## config.mk

```make
export PLATFORM = sky130hd
export DESIGN_NAME = burst_arbiter_flat
export DESIGN_NICKNAME = d
export VERILOG_FILES = /design/src/rtl/burst_arbiter_pkg.sv /design/src/rtl/burst_arbiter_if.sv /design/src/rtl/burst_arbiter.sv /design/src/flat_wrapper.sv
export SDC_FILE = /design/constraint.sdc
export NUM_CORES = 1
export LEC_CHECK = 0
export BUFFER_PORTS_ARGS = -buffer_cell sky130_fd_sc_hd__buf_2
export CAP_MARGIN = 5
export CELL_PAD_IN_SITES_DETAIL_PLACEMENT = 0
export CELL_PAD_IN_SITES_GLOBAL_PLACEMENT = 2
export CORE_AREA = 2 2 39 41
export CTS_CLUSTER_DIAMETER = 50
export DETAILED_ROUTE_END_ITERATION = 10
export DIE_AREA = 0 0 41 43
export GPL_TIMING_DRIVEN = 1
export PLACE_DENSITY = 0.69
export SLEW_MARGIN = 10
export SYNTH_ARGS = -nofsm -noshare
export SYNTH_HDL_FRONTEND = slang
export SYNTH_SLANG_ARGS = --single-unit
```

## constraint.sdc

```tcl
create_clock -name clk -period 3.15 [get_ports clk]
set_input_delay 0.63 -clock clk [delete_from_list [all_inputs] [get_ports clk]]
set_output_delay 0.63 -clock clk [all_outputs]
set_load 0.05 [all_outputs]
```

## src/rtl/burst_arbiter_pkg.sv

```systemverilog
// Shared types and constants for the two-master burst arbiter,
// plus the path data-mux helper driven by the arbiter's select.
package burst_arb_pkg;

   typedef enum logic {
      S_M1 = 1'b0,
      S_M2 = 1'b1
   } owner_t;

   localparam int BURST_LEN_DEF = 10;
   localparam int CNT_W_DEF     = 4;
   localparam int DWIDTH_DEF    = 8;

   function automatic logic [DWIDTH_DEF-1:0] path_mux(
      input owner_t                sel,
      input logic [DWIDTH_DEF-1:0] dat1,
      input logic [DWIDTH_DEF-1:0] dat2
   );
      return (sel == S_M2) ? dat2 : dat1;
   endfunction

endpackage

```

## src/rtl/burst_arbiter_if.sv

```systemverilog
// Handshake bundle between the two upstream masters, the path FIFO and the arbiter.
// slave = arbiter side, master = environment side (masters + FIFO).
interface burst_arbiter_if
   import burst_arb_pkg::*;
#(
   parameter int CNT_W = CNT_W_DEF
);
   logic             valid1_i;
   logic             valid2_i;
   logic             full_i;
   logic             stop1_o;
   logic             stop2_o;
   logic             sel_o;
   logic             wr_en_o;
   logic [CNT_W-1:0] cnt_o;
   logic             burst_done_o;

   modport slave (
      input  valid1_i, valid2_i, full_i,
      output stop1_o, stop2_o, sel_o, wr_en_o, cnt_o, burst_done_o
   );

   modport master (
      output valid1_i, valid2_i, full_i,
      input  stop1_o, stop2_o, sel_o, wr_en_o, cnt_o, burst_done_o
   );
endinterface

```

## src/rtl/burst_arbiter.sv

```systemverilog
// Alternates FIFO write ownership between two masters in BURST_LEN-beat windows; stops/select/wr_en
// are combinational, full_i freezes everything. BURST_ARBITER_PREEMPT_EN lets an idle owner be preempted.
module burst_arbiter
   import burst_arb_pkg::*;
#(
   parameter int DWIDTH    = DWIDTH_DEF,
   parameter int BURST_LEN = BURST_LEN_DEF,
   parameter int CNT_W     = CNT_W_DEF
)(
   input  logic           clk,
   input  logic           rst_n,
   burst_arbiter_if.slave arb_if
);

   if (BURST_LEN < 2 || BURST_LEN > 15) begin : g_bad_len
      $error("burst_arbiter: BURST_LEN outside 2..15");
   end
   if ((BURST_LEN - 1) >= (2 ** CNT_W)) begin : g_bad_cnt_w
      $error("burst_arbiter: CNT_W cannot hold BURST_LEN-1");
   end
   if (DWIDTH < 1 || DWIDTH > DWIDTH_DEF) begin : g_bad_dwidth
      $error("burst_arbiter: DWIDTH exceeds the path_mux helper width");
   end

   localparam logic [CNT_W-1:0] LAST_BEAT = CNT_W'(BURST_LEN - 1);

   owner_t           r_owner;
   owner_t           w_owner_nxt;
   logic [CNT_W-1:0] r_cnt;
   logic [CNT_W-1:0] w_cnt_nxt;
   logic             r_done;
   logic             w_done_nxt;

   logic             w_valid_own;
   logic             w_valid_oth;
   logic             w_accept;
   owner_t           w_owner_flip;

   assign w_valid_own  = (r_owner == S_M1) ? arb_if.valid1_i : arb_if.valid2_i;
   assign w_valid_oth  = (r_owner == S_M1) ? arb_if.valid2_i : arb_if.valid1_i;
   assign w_accept     = w_valid_own & ~arb_if.full_i;
   assign w_owner_flip = (r_owner == S_M1) ? S_M2 : S_M1;

   always_ff @(posedge clk or negedge rst_n) begin
      if (!rst_n) begin
         r_owner <= S_M1;
         r_cnt   <= '0;
         r_done  <= 1'b0;
      end else begin
         r_owner <= w_owner_nxt;
         r_cnt   <= w_cnt_nxt;
         r_done  <= w_done_nxt;
      end
   end

   always_comb begin
      w_owner_nxt = r_owner;
      w_cnt_nxt   = r_cnt;
      w_done_nxt  = 1'b0;
      if (w_accept) begin
         if (r_cnt == LAST_BEAT) begin
            w_owner_nxt = w_owner_flip;
            w_cnt_nxt   = '0;
            w_done_nxt  = 1'b1;
         end else begin
            w_cnt_nxt   = r_cnt + CNT_W'(1);
         end
      end
`ifdef BURST_ARBITER_PREEMPT_EN
      // Preempted window ends without a burst_done pulse.
      else if (!w_valid_own && w_valid_oth && !arb_if.full_i) begin
         w_owner_nxt = w_owner_flip;
         w_cnt_nxt   = '0;
      end
`else
      else if (w_valid_oth) begin
         // An idle owner keeps the window; the other master just waits.
         w_owner_nxt = r_owner;
      end
`endif
   end

   always_comb begin
      arb_if.stop1_o      = (r_owner != S_M1) | arb_if.full_i;
      arb_if.stop2_o      = (r_owner != S_M2) | arb_if.full_i;
      arb_if.sel_o        = r_owner;
      arb_if.wr_en_o      = w_accept;
      arb_if.cnt_o        = r_cnt;
      arb_if.burst_done_o = r_done;
   end

endmodule

```

## src/flat_wrapper.sv

```systemverilog
// flat-port wrapper written by rule: the top's interface ports become plain ports
module burst_arbiter_flat import burst_arb_pkg::*;
#(
   parameter int DWIDTH    = DWIDTH_DEF,
   parameter int BURST_LEN = BURST_LEN_DEF,
   parameter int CNT_W     = CNT_W_DEF
)
  (clk, rst_n, arb_if_valid1_i, arb_if_valid2_i, arb_if_full_i, arb_if_stop1_o, arb_if_stop2_o, arb_if_sel_o, arb_if_wr_en_o, arb_if_cnt_o, arb_if_burst_done_o);
  burst_arbiter_if #(.CNT_W(CNT_W)) arb_if_i ();
  input  logic clk;
  input  logic rst_n;
  input wire logic [$bits(arb_if_i.valid1_i)-1:0] arb_if_valid1_i;
  input wire logic [$bits(arb_if_i.valid2_i)-1:0] arb_if_valid2_i;
  input wire logic [$bits(arb_if_i.full_i)-1:0] arb_if_full_i;
  output wire logic [$bits(arb_if_i.stop1_o)-1:0] arb_if_stop1_o;
  output wire logic [$bits(arb_if_i.stop2_o)-1:0] arb_if_stop2_o;
  output wire logic [$bits(arb_if_i.sel_o)-1:0] arb_if_sel_o;
  output wire logic [$bits(arb_if_i.wr_en_o)-1:0] arb_if_wr_en_o;
  output wire logic [$bits(arb_if_i.cnt_o)-1:0] arb_if_cnt_o;
  output wire logic [$bits(arb_if_i.burst_done_o)-1:0] arb_if_burst_done_o;
  assign arb_if_i.valid1_i = arb_if_valid1_i;
  assign arb_if_i.valid2_i = arb_if_valid2_i;
  assign arb_if_i.full_i = arb_if_full_i;
  assign arb_if_stop1_o = arb_if_i.stop1_o;
  assign arb_if_stop2_o = arb_if_i.stop2_o;
  assign arb_if_sel_o = arb_if_i.sel_o;
  assign arb_if_wr_en_o = arb_if_i.wr_en_o;
  assign arb_if_cnt_o = arb_if_i.cnt_o;
  assign arb_if_burst_done_o = arb_if_i.burst_done_o;
  burst_arbiter #(.DWIDTH(DWIDTH), .BURST_LEN(BURST_LEN), .CNT_W(CNT_W)) u_core (.clk(clk), .rst_n(rst_n), .arb_if(arb_if_i));
endmodule
```

==> metrics.md <==
| Metric | Value |
|---|---|
| Vias in the first global route | `222` |
| H-tree Lvls | `1` |
| R2R cell count | `3` |
| I/O pin count | `14` |
| First-pass GRT wire length | `917 microns` |
| Starting Density | `21.52%` |
| Data required time of the critical path | `2.52 ns` |
| # hold bufs at CTS | `0` |
| Critical path's slowest cell | `mux2_4` |
| Drt via density | `4.155` |
| Tmin final | `2.076 ns` |
| Slew headroom | `80.06%` |
| Clk_lat worst skew | `0.24 ns` |
| # setup viols final | `0` |
| Clock Skew | `0.004509 ns` |
| Initial DRC count | `0` |
| Drt pass-1 iters | `1` |
| Worst-path cell chain | `buf_2 > mux2_4 > and2b_2 > buf_2` |
| Top post-synthesis cells by area | `dfrtp_1 50%, nor2b_1 6.3%, xnor2_1 5.9%` |
| Syn Inst Count | `26` |
| Slew @ Worst Pin | `0.2986 ns` |
| CTS root buffer | `clkbuf_4` |
| Crit path depth | `4` |
| Commonest cells in the netlist | `6 x dfrtp_1, 3 x nor2b_1, 2 x nand3_1, 2 x xnor2_1` |
| Post-CTS sizing | `0` |
| Crit path capture type | `output pin` |
| Postcts setup bufs | `0` |
| CP max stage delay | `0.29 ns` |
| Ant diodes | `0` |
| Clock Sinks | `6` |
| Cell taking the most area after synthesis | `dfrtp_1` |
| Final period util | `65.91%` |
| Mapped Nets | `31` |
| RSZ-0062 raised after global routing | `false` |
| DPL Wire Length | `471.5 microns` |
| TNS Setup | `0 ns` |
| TritonCTS clock tree | `yes` |
| Synth cell types | `17` |
| Avg Cell Area, Syn | `11.45 sq um` |
| Buf/Inv on CP | `2` |
| Pin count of the biggest net entering global routing | `8` |
| Total number of vias | `241` |
| CP Max Fanout | `6` |
| Post-synth top area share | `50.42%` |
| Flops & latches, synth | `6` |
| Status | `finished clean` |
| Congestion Overflow GR | `0` |
| Placer Congestion | `0.6679` |
| Number of I/O port buffers | `13` |
| Ys Warns | `0` |
| Async SR Flop Fraction | `100.0%` |
| Seq/Total Area, Yosys | `50.42%` |
| Min-delay worst type | `input pin to async pin` |
| CP Data Arrival Time | `1.45 ns` |
| Max-slew violations | `0` |
| Die height | `43 microns` |
| Number of remaining DRC errors | `0` |
| Final WL | `581 microns` |
| Fin nets | `49` |
| CP top delay family | `buffers and inverters` |
| Bufs on Longest Clock Path | `2` |
| Rows | `14` |
| Most frequent cell after synthesis | `dfrtp_1` |
| Final hold violations | `0` |
| Routed len/inst | `10.02 microns` |
| Post-route ant nets | `0` |
| Most used cell, CP | `buf_2` |
| Core Area | `0.001384 sq mm` |
| Die Wd | `41 microns` |
| Startpoint Class | `input pin` |
| Total CTS buffers | `3` |
| Number of enable flip-flop cells after synthesis | `0` |
| Share of cells above drive strength 1 | `47.62%` |
| Tot GR Track Use | `8.770%` |
| Max-Cap Viols | `0` |
| Main flop type after synthesis | `dfrtp_1` |
| Crit Path Class | `input pin to output pin` |
| Initial antenna violation count | `0` |
| Die area | `0.001763 sq mm` |
| Mapped Area | `297.8 sq um` |
| Syn-to-layout area delta | `36.13%` |
| Max Fclk | `481.6 MHz` |
| Clk pin slew, worst setup/hold paths | `0.04 ns` |
-- kinds of logic (layout without fill, tap and decap cells) --
family,count (synthesis),count (layout),synth area share (%)
AOI/OAI and AO/OA,2,2,5.883
and+or+nand+nor,12,12,24.79
DFF,6,6,50.42
muxes,2,2,8.822
buffers and inverters,1,17,1.259
xor gates and xnor gates,3,3,8.825
-- registers in the layout, indices dropped and copies added, names as in the netlist --
signal / flops
u_core.arb_if.burst_done_o: 1
u_core.arb_if.cnt_o: 4
u_core.arb_if.sel_o: 1
-- worst paths after layout --
kind	startpoint	to	slack, ns
max	arb_if_valid1_i	arb_if_wr_en_o	1.07
min	rst_n	u_core.arb_if.burst_done_o$_DFF_PN0_	0.20
max reg2reg	u_core.arb_if.sel_o$_DFFE_PN0P_	u_core.arb_if.cnt_o[3]$_DFFE_PN0P_	1.85
min reg2reg	u_core.arb_if.cnt_o[0]$_DFFE_PN0P_	u_core.arb_if.cnt_o[0]$_DFFE_PN0P_	0.47
max in group asynchronous	rst_n	u_core.arb_if.cnt_o[3]$_DFFE_PN0P_	2.80
min in group clk	u_core.arb_if.cnt_o[0]$_DFFE_PN0P_	u_core.arb_if.cnt_o[0]$_DFFE_PN0P_	0.47
-- area by class of cell --
type	instances	area, sq um
clock buffers	3	22.52
fillers	149	978.4
inverters	1	3.754
multi-input cells	19	143.9
flip-flops and latches	6	150.1
well taps	16	20.02
repair buffers	13	65.06
-- stage by stage --
stage                     utilization [%]  cell area (sq um)  cells  hold WS [ns]  setup slack, ns
after floorplan                         -              297.8     26        0.3344            1.174
after detailed placement            27.67              382.9     55        0.4571            1.071
after CTS                           29.29              405.4     58        0.1993            1.064
final                               29.29              405.4     58        0.2023            1.074
after global placement              27.67              382.9     55        0.4590            1.083
after global routing                29.29              405.4     58        0.1976            1.025
-- routing by layer --
metal | global-route usage [%] | up-vias | routed length [microns]
li1 | - | 122 | -
met3 | 7.853 | 2 | 96
met1 | 9.446 | 102 | 243
met2 | 10.63 | 15 | 228
met4 | 6.000 | 0 | 12
met5 | 0 | - | 0
-- placed cells by master, fill, tap and decap left out, drive strengths merged --
cell | netlist | final
and2b | 1 | 1
a22o | 1 | 1
inv | 1 | 1
clkbuf | 0 | 3
nor2b | 3 | 3
xor2 | 1 | 1
nand4b | 1 | 1
nor2 | 1 | 1
mux2 | 2 | 2
xnor2 | 2 | 2
or2b | 1 | 1
a31o | 1 | 1
dfrtp | 6 | 6
or2 | 1 | 1
nand2 | 1 | 1
nand3 | 2 | 2
buf | 0 | 13
nand2b | 1 | 1
Power is not shown: default switching activity piles up to over one toggle a cycle in this logic, so the estimate is an artifact.
